$ cat config.mk
export PLATFORM = sky130hd
export DESIGN_NAME = data_mem_arbiter_flat
export DESIGN_NICKNAME = d
export VERILOG_FILES = /design/src/rtl/data_mem_arbiter_pkg.sv /design/src/rtl/data_mem_arbiter_if.sv /design/src/rtl/data_mem_arbiter_lane_align.sv /design/src/rtl/data_mem_arbiter.sv /design/src/flat_wrapper.sv
export SDC_FILE = /design/constraint.sdc
export NUM_CORES = 1
export LEC_CHECK = 0
export CORE_MARGIN = 3
export CORE_UTILIZATION = 46
export CTS_CLUSTER_DIAMETER = 120
export DETAILED_ROUTE_END_ITERATION = 16
export GPL_ROUTABILITY_DRIVEN = 1
export GPL_TIMING_DRIVEN = 0
export PLACE_DENSITY = 0.95
export SLEW_MARGIN = 20
export SYNTH_ARGS = -nofsm -noshare
export SYNTH_HDL_FRONTEND = slang
export SYNTH_SLANG_ARGS = --single-unit
export TNS_END_PERCENT = 20
$ cat constraint.sdc
create_clock -name clk -period 11.52 [get_ports clk]
set_input_delay 2.88 -clock clk [delete_from_list [all_inputs] [get_ports clk]]
set_output_delay 2.88 -clock clk [all_outputs]
set_load 0.02 [all_outputs]
$ cat src/rtl/data_mem_arbiter_pkg.sv
// Shared types and constants for the data-memory arbiter: funct3 codes,
// sequencer states and the latched request record.
package data_mem_pkg;

    localparam int XLEN = 32;

    localparam logic [2:0] F3_LB  = 3'b000;
    localparam logic [2:0] F3_LH  = 3'b001;
    localparam logic [2:0] F3_LW  = 3'b010;
    localparam logic [2:0] F3_LBU = 3'b100;
    localparam logic [2:0] F3_LHU = 3'b101;

    typedef enum logic [1:0] {
        IDLE,
        ACCESS,
        RESP
    } state_t;

    typedef struct packed {
        logic            we;
        logic [XLEN-1:0] addr;
        logic [XLEN-1:0] wdata;
        logic [2:0]      funct3;
    } mem_req_t;

    function automatic logic f3_legal(input logic [2:0] f3);
        case (f3)
            F3_LB, F3_LH, F3_LW, F3_LBU, F3_LHU: f3_legal = 1'b1;
            default:                             f3_legal = 1'b0;
        endcase
    endfunction

endpackage

$ cat src/rtl/data_mem_arbiter_if.sv
// Request/response handshake of both ports plus the single-word memory bus.
interface data_mem_arbiter_if #(
    parameter int DATA_WIDTH = 32
);
    logic [1:0]            req_valid;
    logic [1:0]            req_ready;
    logic [1:0]            req_we;
    logic [DATA_WIDTH-1:0] req_addr   [1:0];
    logic [DATA_WIDTH-1:0] req_wdata  [1:0];
    logic [2:0]            req_funct3 [1:0];
    logic [1:0]            rsp_valid;
    logic [1:0]            rsp_ready;
    logic [DATA_WIDTH-1:0] rsp_rdata;
    logic                  rsp_err;
    logic                  mem_we;
    logic [DATA_WIDTH-1:0] mem_addr;
    logic [DATA_WIDTH-1:0] mem_wd;
    logic [3:0]            mem_be;
    logic [DATA_WIDTH-1:0] mem_rd;

    modport slave (
        input  req_valid, req_we, req_addr, req_wdata, req_funct3, rsp_ready, mem_rd,
        output req_ready, rsp_valid, rsp_rdata, rsp_err, mem_we, mem_addr, mem_wd, mem_be
    );

    modport master (
        output req_valid, req_we, req_addr, req_wdata, req_funct3, rsp_ready, mem_rd,
        input  req_ready, rsp_valid, rsp_rdata, rsp_err, mem_we, mem_addr, mem_wd, mem_be
    );
endinterface

$ cat src/rtl/data_mem_arbiter_lane_align.sv
// RV32I lane handling: store byte enables / lane replication, load lane
// extraction with sign or zero extension, and alignment checking.
module mem_lane_align
    import data_mem_pkg::*;
(
    input  logic [2:0]      funct3,
    input  logic [1:0]      addr_lo,
    input  logic [XLEN-1:0] wdata,
    input  logic [XLEN-1:0] mem_rd,
    output logic [3:0]      be,
    output logic [XLEN-1:0] wd,
    output logic [XLEN-1:0] rdata_ext,
    output logic            misaligned
);
    logic [15:0] shifted;

    always_comb begin
        shifted    = 16'(mem_rd >> {addr_lo, 3'b000});
        be         = 4'b0000;
        wd         = '0;
        rdata_ext  = '0;
        misaligned = 1'b0;
        // funct3[2] selects zero extension for the byte/halfword loads
        case (funct3[1:0])
            2'b00: begin
                be        = 4'b0001 << addr_lo;
                wd        = {4{wdata[7:0]}};
                rdata_ext = funct3[2] ? {24'b0, shifted[7:0]}
                                      : {{24{shifted[7]}}, shifted[7:0]};
            end
            2'b01: begin
                be         = 4'b0011 << addr_lo;
                wd         = {2{wdata[15:0]}};
                rdata_ext  = funct3[2] ? {16'b0, shifted}
                                       : {{16{shifted[15]}}, shifted};
                misaligned = addr_lo[0];
            end
            2'b10: begin
                be         = 4'b1111;
                wd         = wdata;
                rdata_ext  = mem_rd;
                misaligned = |addr_lo;
            end
            default: ;
        endcase
    end

endmodule

$ cat src/rtl/data_mem_arbiter.sv
// Round-robin two-port arbiter and single-access sequencer for the 128 KiB
// data memory: grant, one memory cycle, then hold the response until consumed.
module data_mem_arbiter
    import data_mem_pkg::*;
#(
    parameter int          DATA_WIDTH = 32,
    parameter logic [31:0] ADDR_LIMIT = 32'h0001FFFF
) (
    input  logic              clk,
    input  logic              rst_n,
    data_mem_arbiter_if.slave bus
);
    state_t                state, state_nx;
    logic                  last_grant;
    logic                  id_q;
    mem_req_t              req_q;
    mem_req_t              cand;
    logic                  any_req, win, illegal;
    logic [DATA_WIDTH-1:0] rsp_rdata;
    logic                  rsp_err;

    logic [2:0]            sel_f3;
    logic [1:0]            sel_lo;
    logic [DATA_WIDTH-1:0] sel_wdata;
    logic [3:0]            al_be;
    logic [DATA_WIDTH-1:0] al_wd, al_rdata;
    logic                  al_misaligned;

    logic [1:0]            req_ready, rsp_valid;
    logic                  mem_we;
    logic [3:0]            mem_be;
    logic [DATA_WIDTH-1:0] mem_addr, mem_wd;

    assign any_req = |bus.req_valid;
    // With both ports valid the one not granted last time wins
    assign win = (bus.req_valid == 2'b11) ? ~last_grant : bus.req_valid[1];

    always_comb begin
        cand.we     = bus.req_we[win];
        cand.addr   = bus.req_addr[win];
        cand.wdata  = bus.req_wdata[win];
        cand.funct3 = bus.req_funct3[win];
    end

    // The aligner checks the incoming request in IDLE and drives the access from the latch afterwards
    assign sel_f3    = (state == IDLE) ? cand.funct3     : req_q.funct3;
    assign sel_lo    = (state == IDLE) ? cand.addr[1:0]  : req_q.addr[1:0];
    assign sel_wdata = (state == IDLE) ? cand.wdata      : req_q.wdata;

    mem_lane_align u_align (
        .funct3     (sel_f3),
        .addr_lo    (sel_lo),
        .wdata      (sel_wdata),
        .mem_rd     (bus.mem_rd),
        .be         (al_be),
        .wd         (al_wd),
        .rdata_ext  (al_rdata),
        .misaligned (al_misaligned)
    );

    assign illegal = al_misaligned | ~f3_legal(cand.funct3) | (cand.addr > ADDR_LIMIT);

    always_comb begin
        state_nx  = state;
        req_ready = 2'b00;
        rsp_valid = 2'b00;
        mem_we    = 1'b0;
        mem_be    = 4'b0000;
        mem_addr  = '0;
        mem_wd    = '0;
        case (state)
            IDLE: begin
                if (any_req) begin
                    req_ready[win] = 1'b1;
                    state_nx       = illegal ? RESP : ACCESS;
                end
            end
            ACCESS: begin
                mem_addr = {req_q.addr[DATA_WIDTH-1:2], 2'b00};
                if (req_q.we) begin
                    mem_we = 1'b1;
                    mem_be = al_be;
                    mem_wd = al_wd;
                end
                state_nx = RESP;
            end
            RESP: begin
                rsp_valid[id_q] = 1'b1;
                if (bus.rsp_ready[id_q]) state_nx = IDLE;
            end
            default: state_nx = IDLE;
        endcase
    end

    always_ff @(posedge clk or negedge rst_n) begin
        if (!rst_n) begin
            state      <= IDLE;
            last_grant <= 1'b1;
            id_q       <= 1'b0;
            rsp_rdata  <= '0;
            rsp_err    <= 1'b0;
        end else begin
            state <= state_nx;
            if (state == IDLE && any_req) begin
                last_grant <= win;
                id_q       <= win;
                rsp_err    <= illegal;
                rsp_rdata  <= '0;
            end else if (state == ACCESS) begin
                rsp_rdata <= req_q.we ? '0 : al_rdata;
                rsp_err   <= 1'b0;
            end
        end
    end

    // Request fields are plain data: only meaningful once state leaves IDLE
    always_ff @(posedge clk) begin
        if (state == IDLE && any_req) req_q <= cand;
    end

    assign bus.req_ready = req_ready;
    assign bus.rsp_valid = rsp_valid;
    assign bus.rsp_rdata = rsp_rdata;
    assign bus.rsp_err   = rsp_err;
    assign bus.mem_we    = mem_we;
    assign bus.mem_be    = mem_be;
    assign bus.mem_addr  = mem_addr;
    assign bus.mem_wd    = mem_wd;

endmodule

$ cat src/flat_wrapper.sv
// flat-port wrapper written by rule: the top's interface ports become plain ports
module data_mem_arbiter_flat import data_mem_pkg::*;
#(
    parameter int          DATA_WIDTH = 32,
    parameter logic [31:0] ADDR_LIMIT = 32'h0001FFFF
)
  (clk, rst_n, bus_req_valid, bus_req_we, bus_req_addr, bus_req_wdata, bus_req_funct3, bus_rsp_ready, bus_mem_rd, bus_req_ready, bus_rsp_valid, bus_rsp_rdata, bus_rsp_err, bus_mem_we, bus_mem_addr, bus_mem_wd, bus_mem_be);
  data_mem_arbiter_if #(.DATA_WIDTH(DATA_WIDTH)) bus_i ();
  input  logic clk;
  input  logic rst_n;
  input wire logic [$bits(bus_i.req_valid)-1:0] bus_req_valid;
  input wire logic [$bits(bus_i.req_we)-1:0] bus_req_we;
  input wire logic [$bits(bus_i.req_addr)-1:0] bus_req_addr;
  input wire logic [$bits(bus_i.req_wdata)-1:0] bus_req_wdata;
  input wire logic [$bits(bus_i.req_funct3)-1:0] bus_req_funct3;
  input wire logic [$bits(bus_i.rsp_ready)-1:0] bus_rsp_ready;
  input wire logic [$bits(bus_i.mem_rd)-1:0] bus_mem_rd;
  output wire logic [$bits(bus_i.req_ready)-1:0] bus_req_ready;
  output wire logic [$bits(bus_i.rsp_valid)-1:0] bus_rsp_valid;
  output wire logic [$bits(bus_i.rsp_rdata)-1:0] bus_rsp_rdata;
  output wire logic [$bits(bus_i.rsp_err)-1:0] bus_rsp_err;
  output wire logic [$bits(bus_i.mem_we)-1:0] bus_mem_we;
  output wire logic [$bits(bus_i.mem_addr)-1:0] bus_mem_addr;
  output wire logic [$bits(bus_i.mem_wd)-1:0] bus_mem_wd;
  output wire logic [$bits(bus_i.mem_be)-1:0] bus_mem_be;
  assign bus_i.req_valid = bus_req_valid;
  assign bus_i.req_we = bus_req_we;
  assign bus_i.req_addr = {>>{bus_req_addr}};
  assign bus_i.req_wdata = {>>{bus_req_wdata}};
  assign bus_i.req_funct3 = {>>{bus_req_funct3}};
  assign bus_i.rsp_ready = bus_rsp_ready;
  assign bus_i.mem_rd = bus_mem_rd;
  assign bus_req_ready = bus_i.req_ready;
  assign bus_rsp_valid = bus_i.rsp_valid;
  assign bus_rsp_rdata = bus_i.rsp_rdata;
  assign bus_rsp_err = bus_i.rsp_err;
  assign bus_mem_we = bus_i.mem_we;
  assign bus_mem_addr = bus_i.mem_addr;
  assign bus_mem_wd = bus_i.mem_wd;
  assign bus_mem_be = bus_i.mem_be;
  data_mem_arbiter #(.DATA_WIDTH(DATA_WIDTH), .ADDR_LIMIT(ADDR_LIMIT)) u_core (.clk(clk), .rst_n(rst_n), .bus(bus_i));
endmodule
==> results of run 1 <==
==> state kept, by name, indices dropped and copies added (netlist names) <==
| signal | flops |
|---|---|
| u_core.bus.rsp_err | 1 |
| u_core.bus.rsp_rdata | 32 |
| u_core.id_q | 1 |
| u_core.last_grant | 1 |
| u_core.req_q | 68 |
| u_core.state | 2 |
==> cell type report <==
| type | count | share of cell area (%) |
|---|---|---|
| plain buffers | 51 | 2.33 |
| clock buffers | 12 | 2.64 |
| clock inverters | 4 | 1.02 |
| inverters | 16 | 0.643 |
| multi-input cells | 527 | 31.6 |
| flip-flops and latches | 105 | 30.5 |
| well taps | 176 | 2.26 |
| repair buffers | 279 | 29.0 |
==> through the flow <==
step / area, µm² / util, % / power, mW / setup WS, ns
after floorplan: 6330 / - / 1.00 / 3.44
after global placement: 9320 / 69.8 / 1.22 / 1.58
after detailed placement: 9370 / 70.2 / 1.24 / 1.51
after CTS: 9720 / 72.8 / 1.61 / 1.51
after global routing: 9720 / 72.8 / 1.70 / 1.24
final: 9720 / 72.8 / 1.62 / 1.44
==> synthesized netlist by cell type (2+ instances only) <==
master       n  area (µm²)
a21o_1       3        22.5
a21oi_1     20         100
a221o_1      7        70.1
a22oi_1     26         195
a2bb2oi_1    9        78.8
a31oi_1      9        56.3
and2_1      36         225
and3_1       3        18.8
buf_1        8        30.0
buf_2        7        35.0
buf_4        3        22.5
buf_6        2        22.5
clkbuf_1    31         116
dfrtp_1     36         901
edfxtp_1    68        2040
ha_1         4        50.1
inv_1       16        60.1
mux2_2      16         180
mux2i_1     39         390
nand2_1    218         818
nand2_2      2        12.5
nand3_1     19        95.1
nand4_1      2        12.5
nor2_1      26        97.6
nor2b_1     11        68.8
nor3_1       4        20.0
nor4_1       8        50.1
o21ai_0      5        25.0
o21ai_1      9        45.0
o21ai_2      2        17.5
o221ai_1     7        61.3
o311ai_0     8        70.1
or2_2       12        75.1
==> worst reg2reg max path, cell delays in order (launching register included) <==
cell and delay [ns]:
dfstp_2 0.56, a21bo_1 0.13, buf_6 0.15, clkbuf_1 0.49, mux2i_1 0.48, a21o_1 0.22, ha_1 0.17, clkbuf_1 0.42
and3_1 0.24, clkbuf_1 0.28, clkbuf_1 0.47, a22oi_1 0.15, nand3_1 0.12
==> logic make-up after synthesis <==
kind of cell	Yosys count	share of synthesized area [%]
AND/OR/NAND/NOR	345	24.1
AO/OA/AOI/OAI	118	13.8
flip-flops	105	46.9
buffers and inverters	67	4.53
multiplexers	58	9.83
adder cells (fa/ha/maj)	4	0.791
other	1	0.0593
==> where the power goes <==
part           internal (mW)  total (mW)  switching [mW]
Clock                  0.225       0.363           0.138
Sequential             0.510       0.537          0.0266
Combinational          0.287       0.717           0.429
Total                   1.02        1.62           0.594
==> worst max-delay path by stage <==
| stage | start | slack [ns] | endpoint | cells past startpoint |
|---|---|---|---|---|
| final | bus_req_valid[0] | 1.44 | bus_mem_wd[18] | 13 |
| after global routing | bus_req_valid[0] | 1.24 | bus_mem_wd[19] | 13 |
| after CTS | bus_req_valid[0] | 1.51 | bus_mem_wd[3] | 13 |
| after detailed placement | bus_req_valid[0] | 1.51 | bus_mem_wd[22] | 13 |
| after global placement | bus_req_valid[0] | 1.58 | bus_mem_wd[7] | 13 |
| after floorplan | bus_req_valid[1] | 3.44 | bus_mem_be[2] | 9 |
==> per-layer routing <==
| metal | vias to the layer above | wire (µm) | global-route usage [%] |
|---|---|---|---|
| li1 | 3022 | - | - |
| met1 | 3083 | 8440 | 35.1 |
| met2 | 419 | 11300 | 50.0 |
| met3 | 63 | 2260 | 7.46 |
| met4 | 0 | 733 | 12.2 |
| met5 | - | 0 | 0 |
==> flow_metrics.tcl, run 1 <==
set metrics [dict create \
    grt_pass1_vias 6476 \
    start_kind "input pin" \
    regArea_um2 2970 \
    whs_ns 0.512 \
    io_pins 280 \
    diodes 0 \
    clkTransAtPathRegs_ns 0.07 \
    status "completed" \
    dieHeight_um 123 \
    r2r_end "u_core.bus.rsp_rdata[30]" \
    rrSetupSlack_ns 7.57 \
    leakage_nw 4.07 \
    avgSynthCellArea_um2 9.06 \
    stdcell_count 1170 \
    drive_gt1_share_pct 7.34 \
    grt_pass1_wl_um 34100 \
    route.detailed.drc 0 \
    place_inst 1154 \
    clock_sink_count 105 \
    synth.distinct_cells 55 \
    finalHoldViolCount 0 \
    cp_cell_sequence "clkdlybuf4s50_1 -> a21bo_1 -> buf_6 -> clkbuf_1 -> mux2i_1 -> a21o_1 -> ha_1 -> clkbuf_1 -> clkbuf_1 -> inv_1 -> a2bb2oi_1 -> nor2_1 -> clkdlybuf4s50_1" \
    cap_viol_max_count 0 \
    chipWidth_um 123 \
    antenna_found_initial 0 \
    yosys_warnings 0 \
    synth_seq_cells 105 \
    final_common_cell "clkdlybuf4s50_1" \
    crit_type "input pin to primary output" \
    cpPeakStageDelay_ns 0.64 \
    hp-start "u_core.bus.rsp_err" \
    drv_slew 0 \
    peakVddDrop_mv 0.0963 \
    place_congestion 0.957 \
    cp_max_fo 10 \
    num_rows 42 \
    multi_input_area_um2 3070 \
    nFillCells 1006 \
    p_per_area_nw_per_um2 166 \
    max_slew_margin_pct 41.3 \
    first_pass_iters 8 \
    clock_latency_ns 0.35 \
    layout_min_cycle_time_ns 10.08 \
    ctsHoldBuffers 0 \
    cts_buffers 9 \
    grt-ovfl-total 0 \
    worst_pin_slew_ns 0.871 \
    dieArea_um2 15200 \
    worst_clock_skew_ns 0.00561 \
    crit_buf_inv 7 \
    fin_crit_sh_pct 87.5 \
    synth_seq_area_share_pct 46.9 \
    fin_setup_tns_ns 0 \
    ys.flop_type "edfxtp_1" \
    grt_max_degree 49 \
    rsz0062_at_grt "no" \
    synthToLayoutAreaGrowth_pct 53.7 \
    start_util_pct 47.4 \
    routed_wl_um 22700 \
    cts_resized 0 \
    max_freq_mhz 99.3 \
    clock-root-buffer "clkbuf_16" \
    clockBufferDepth 2 \
    synth-edff-count 68 \
    synthesis.area_um2 6330 \
    core_area_um2 13300 \
    hp-class "flop to flop" \
    end_kind "primary output" \
    syn_inst 698 \
    critical_path_arrival_ns 7.20 \
    route.vias.total 6587 \
    drt.antenna.violating_nets 0 \
    cp_slowest_cell "clkdlybuf4s50_1" \
    crit_family "buffers and inverters" \
    final_cell_mix "clkdlybuf4s50_1 (276), nand2_1 (218), edfxtp_1 (68)" \
    first_iter_violations 589 \
    setup-violations-final 0 \
    r2r_start "u_core.last_grant" \
    whs_endpoint "u_core.bus.rsp_err" \
    worstPathRequired_ns 8.64 \
    port_buffers 277 \
    cts_htree_levels 3 \
    async_flop_share_pct 35.2 \
    fin_nets 1167 \
    cts_tree "done" \
    reg2reg_depth 12 \
    avgRoutedWirePerCell_um 19.4 \
    cp_common_cell "clkbuf_1" \
    dpl.hpwl_um 17700 \
    viasPerCell 5.63 \
    hold_path_depth 2 \
    cts_setup_buffers 0 \
    grtUsageTotal_pct 29.3 \
]
Power figures use the tool's default switching activity.
==> inputs of run 2 (changes only) <==
--- a/config.mk
+++ b/config.mk
@@ -6,12 +6,12 @@
 export NUM_CORES = 1
 export LEC_CHECK = 0
 export CORE_MARGIN = 3
-export CORE_UTILIZATION = 46
+export CORE_UTILIZATION = 43
 export CTS_CLUSTER_DIAMETER = 120
 export DETAILED_ROUTE_END_ITERATION = 16
 export GPL_ROUTABILITY_DRIVEN = 1
 export GPL_TIMING_DRIVEN = 0
-export PLACE_DENSITY = 0.95
+export PLACE_DENSITY = 0.9
 export SLEW_MARGIN = 20
 export SYNTH_ARGS = -nofsm -noshare
 export SYNTH_HDL_FRONTEND = slang
==> constraint.sdc (replaced) <==
create_clock -name clk -period 10.5 [get_ports clk]
set_input_delay 2.625 -clock clk [delete_from_list [all_inputs] [get_ports clk]]
set_output_delay 2.625 -clock clk [all_outputs]
set_load 0.02 [all_outputs]
==> run 2 against run 1 <==
Against the previous run:
- critical path type unchanged
- combinational power grew 8.1%
- via count shrank 2.6%
- largest power group unchanged
- count of clock-buffer cells in the layout decreased by 3
- setup slack got worse by 0.43 ns
- die area grew 6.6%
- final cell count is 0.43% higher
- global-route usage fell by 2.1 points
- clock power down 3%
- wire length shrank 0.12%
==> flow_metrics.tcl, run 2 (synthesis gave the netlist of run 1 again) <==
set metrics [dict create \
    clock_latency_ns 0.35 \
    chipWidth_um 127 \
    avgRoutedWirePerCell_um 19.3 \
    rrSetupSlack_ns 6.52 \
    ctsHoldBuffers 0 \
    first_iter_violations 555 \
    clockBufferDepth 2 \
    dieHeight_um 127 \
    stdcell_count 1175 \
    worst_slack_ns 1.01 \
    critical_path_arrival_ns 6.86 \
    grtUsageMet1_pct 32.4 \
    use_met3_pct 7.78 \
    cts_buffers 9 \
    reg2reg_depth 12 \
    io_pins 280 \
    clkTransAtPathRegs_ns 0.07 \
    fin_nets 1167 \
    clock_sink_count 105 \
    final_cell_mix "clkdlybuf4s50_1 (276), nand2_1 (218), edfxtp_1 (68)" \
    peakVddDrop_mv 0.129 \
    p_per_area_nw_per_um2 177 \
    status "completed" \
    dp_slack_ns 1.11 \
    top_register "u_core.req_q" \
    crit_type "input pin to primary output" \
    clock-root-buffer "clkbuf_16" \
    power.switching_mw 0.656 \
    cts_htree_levels 3 \
    drv_slew 0 \
    end_kind "primary output" \
    p_clk_share_pct 20.6 \
    grt_max_degree 40 \
    rsz0062_at_grt "no" \
    whs_endpoint "u_core.bus.rsp_err" \
    top_regs "u_core.req_q (68), u_core.bus.rsp_rdata (32), u_core.state (2)" \
    use_met2_pct 45.4 \
    r2r_start "u_core.last_grant" \
    hold_path_depth 2 \
    grt_pass1_wl_um 34100 \
    setup-violations-final 0 \
    num_rows 43 \
    worst_pin_slew_ns 0.960 \
    intPower_mw 1.06 \
    leakage_nw 4.04 \
    worst_clock_skew_ns 0.00830 \
    combPwrFrac_pct 45.1 \
    viasPerCell 5.46 \
    routed_wl_um 22700 \
    dieArea_um2 16200 \
    cp-startpoint "bus_req_valid[1]" \
    route.vias.total 6413 \
    swShare_pct 38.2 \
    cts_resized 0 \
    core_area_um2 14100 \
    max_freq_mhz 105 \
    hp-start "u_core.bus.rsp_err" \
    layout_min_cycle_time_ns 9.49 \
    cts_setup_buffers 0 \
    grt-ovfl-total 0 \
    largest_reg_flops 68 \
    worstPathRequired_ns 7.88 \
    finalHoldViolCount 0 \
    port_buffers 277 \
    fin_setup_tns_ns 0 \
    hp-class "flop to flop" \
    start_kind "input pin" \
    place_congestion 0.944 \
    cp_max_fo 10 \
    antenna_found_initial 2 \
    dpl.hpwl_um 18000 \
    first_pass_iters 6 \
    max_slew_margin_pct 35.3 \
    p_total_mw 1.72 \
    final_common_cell "clkdlybuf4s50_1" \
    grtUsageTotal_pct 27.1 \
    grt_pass1_vias 6294 \
    start_util_pct 44.7 \
    route.detailed.drc 0 \
    drive_gt1_share_pct 7.44 \
    place_inst 1158 \
    r2r_end "u_core.bus.rsp_rdata[30]" \
    power_frac_seq_pct 34.3 \
    cap_viol_max_count 0 \
    synthToLayoutAreaGrowth_pct 52.9 \
    cts_tree "done" \
    drt.antenna.violating_nets 0 \
    busiest_layer "met2" \
    fin_crit_sh_pct 90.3 \
]
run 2: area by class of cell:
type | instances | area, µm²
Inverter | 16 | 62.6
Tap cell | 180 | 225
Buffer | 51 | 226
Clock buffer | 9 | 225
Timing Repair Buffer | 279 | 2810
Fill cell | 1165 | 4480
Clock inverter | 7 | 77.6
Antenna cell | 1 | 2.50
Sequential cell | 105 | 2970
Multi-Input combinational cell | 527 | 3070
run 2: worst max-delay path by stage:
stage,endpoint,slack [ns],cells after the start
after floorplan,bus_mem_be[2],2.93,9
after global placement,bus_mem_wd[7],1.18,13
after detailed placement,bus_mem_wd[7],1.11,13
after CTS,bus_mem_wd[7],1.11,13
after global routing,bus_mem_wd[16],0.75,13
final,bus_mem_be[2],1.01,13
run 2: layer usage:
metal / share of wire (%) / vias up
met5: 0.057 / -
met4: 4.1 / 2
met3: 10 / 63
met2: 48 / 338
met1: 37 / 2980
li1: - / 3030
run 2: through the flow:
stage	util [%]	instance area, µm²	hold slack (ns)
2_1_floorplan	-	6330	0.508
3_3_place_gp	65.9	9330	0.473
3_5_place_dp	66.2	9370	0.485
4_1_cts	68.3	9670	0.510
5_1_grt	68.3	9670	0.543
6_report	68.3	9670	0.505
run 2: critical path, stage by stage:
cell             delay (ns)
clkdlybuf4s50_1        0.51
a21bo_1                0.23
buf_6                  0.16
clkbuf_1               0.51
mux2i_1                0.27
a21o_1                 0.24
inv_1                  0.09
ha_1                   0.16
clkbuf_1               0.38
nand2_1                0.33
o211a_1                0.29
a211oi_1               0.37
clkdlybuf4s50_1        0.69
run 2: power groups by stage:
stage,sequential [mW],combinational [mW],clock [mW]
6_report,0.589,0.775,0.353
5_1_grt,0.597,0.840,0.371
4_1_cts,0.589,0.768,0.355
3_5_place_dp,0.598,0.764,0
3_3_place_gp,0.600,0.739,0
2_1_floorplan,0.594,0.504,0
==> inputs of run 3 (changes only) <==
--- a/config.mk
+++ b/config.mk
@@ -5,7 +5,6 @@
 export SDC_FILE = /design/constraint.sdc
 export NUM_CORES = 1
 export LEC_CHECK = 0
-export CORE_MARGIN = 3
 export CORE_UTILIZATION = 43
 export CTS_CLUSTER_DIAMETER = 120
 export DETAILED_ROUTE_END_ITERATION = 16
==> run 3 against run 2 <==
Against the previous run:
- sequential share of layout area rose by 0.068 points
- via count rose by 2.0%
- sequential cell count did not move
- final cell count barely moved
- maximum frequency fell by 1.1%
- hold slack got worse by 0.00075 ns
- critical path depth did not move
- die area fell by 6.2%
- critical endpoint is now bus_mem_wd[1]
==> flow_metrics.tcl, run 3 (synthesis gave the netlist of run 1 again) <==
set metrics [dict create \
    p_per_area_nw_per_um2 176 \
    grt_max_degree 56 \
    finalHoldViolCount 0 \
    fin_setup_tns_ns 0 \
    cts_htree_levels 3 \
    cts_resized 0 \
    cts_tree "done" \
    cpPeakStageDelay_ns 0.58 \
    cp_slowest_cell "clkdlybuf4s50_1" \
    core_area_um2 14100 \
    grt-ovfl-total 0 \
    route.vias.total 6539 \
    final_cell_mix "clkdlybuf4s50_1 (276), nand2_1 (218), edfxtp_1 (68)" \
    top_register "u_core.req_q" \
    worstPathRequired_ns 7.88 \
    dieArea_um2 15200 \
    status "completed" \
    largest_reg_flops 68 \
    setup-violations-final 0 \
    port_buffers 277 \
    dp_slack_ns 0.965 \
    cts_buffers 9 \
    cap_viol_max_count 0 \
    final_common_cell "clkdlybuf4s50_1" \
    ctsHoldBuffers 0 \
    rsz0062_at_grt "no" \
    cp_cell_sequence "clkdlybuf4s50_1 -> a21bo_1 -> buf_6 -> clkbuf_1 -> mux2i_1 -> a21o_1 -> inv_1 -> ha_1 -> clkbuf_1 -> or2_2 -> o21bai_1 -> nor2b_1 -> clkdlybuf4s50_1" \
    busiest_layer "met2" \
    max_freq_mhz 104 \
    grtUsageTotal_pct 29.5 \
    io_pins 280 \
    chipWidth_um 123 \
    peakVddDrop_mv 0.110 \
    p_total_mw 1.70 \
    route.detailed.drc 0 \
    drt.antenna.violating_nets 0 \
    start_kind "input pin" \
    end_kind "primary output" \
    fin_crit_sh_pct 91.3 \
    clock-root-buffer "clkbuf_16" \
    layout_min_cycle_time_ns 9.59 \
    top_regs "u_core.req_q (68), u_core.bus.rsp_rdata (32), u_core.state (2)" \
    worst_clock_skew_ns 0.00836 \
    fin_nets 1167 \
    drv_slew 0 \
    antenna_found_initial 0 \
    avgRoutedWirePerCell_um 18.9 \
    dpl.hpwl_um 17300 \
    cts_setup_buffers 0 \
    grtUsageMet1_pct 34.7 \
    diodes 0 \
    dieHeight_um 123 \
    grt_pass1_vias 6328 \
    worst_pin_slew_ns 0.791 \
    crit_type "input pin to primary output" \
    whs_ns 0.504 \
    max_slew_margin_pct 46.7 \
    use_met3_pct 6.46 \
    clkTransAtPathRegs_ns 0.07 \
    viasPerCell 5.57 \
    clock_latency_ns 0.36 \
    start_util_pct 44.9 \
    hp-class "flop to flop" \
    clock_sink_count 105 \
    leakage_nw 4.03 \
    num_rows 43 \
    first_pass_iters 6 \
    clockBufferDepth 2 \
    first_iter_violations 552 \
    place_congestion 0.907 \
    grt_pass1_wl_um 33400 \
    critical_path_arrival_ns 6.96 \
    use_met2_pct 49.9 \
    cp_max_fo 10 \
    routed_wl_um 22200 \
    worst_slack_ns 0.911 \
    drive_gt1_share_pct 7.44 \
    synthToLayoutAreaGrowth_pct 52.5 \
]
run 3: metal layers:
layer | up-vias | share of wire (%)
met1 | 3017 | 37
met3 | 69 | 10
met5 | - | 0
met4 | 0 | 4.3
met2 | 419 | 48
li1 | 3034 | -
run 3: report_power, final:
| group | switching [mW] | leakage (nW) | total, mW | internal [mW] |
|---|---|---|---|---|
| Sequential | 0.0293 | 1.16 | 0.589 | 0.560 |
| Clock | 0.164 | 0.137 | 0.327 | 0.163 |
| Combinational | 0.469 | 2.73 | 0.785 | 0.315 |
| Total | 0.662 | 4.03 | 1.70 | 1.04 |
run 3: worst max-delay path: cells and delay by family:
kind,cells,cell delay [ns]
fa+ha+maj,1,0.20
mux,1,0.51
compound gates,3,1.02
simple gates,2,0.50
buf+inv,6,2.11
run 3: worst paths after layout:
check	startpoint	to	slack (ns)	depth (start not counted)
worst max-delay path	bus_req_valid[1]	bus_mem_wd[1]	0.91	13
worst min-delay path	u_core.bus.rsp_err	u_core.bus.rsp_err	0.50	2
worst max register to register	u_core.last_grant	u_core.bus.rsp_rdata[29]	6.48	12
worst min register to register	u_core.bus.rsp_err	u_core.bus.rsp_err	0.50	2
max in group asynchronous	rst_n	u_core.last_grant	7.85	2
min in group asynchronous	rst_n	u_core.bus.rsp_rdata[0]	2.14	1
run 3: final cells by class:
cell class | instances | area, µm²
inverter | 16 | 62.6
tap | 180 | 225
timing repair buffer | 279 | 2820
multi-input combinational | 527 | 3070
clock inverter | 7 | 51.3
fill | 1133 | 4450
clock buffer | 9 | 225
buffer | 51 | 226
sequential | 105 | 2970
run 3: per-stage QoR:
| step | area (µm²) | std cells | utilization, % |
|---|---|---|---|
| global placement | 9330 | 1156 | 66.2 |
| finish | 9650 | 1174 | 68.5 |
| CTS | 9650 | 1174 | 68.5 |
| floorplan | 6330 | 699 | - |
| global route | 9650 | 1174 | 68.5 |
| detailed placement | 9370 | 1158 | 66.5 |
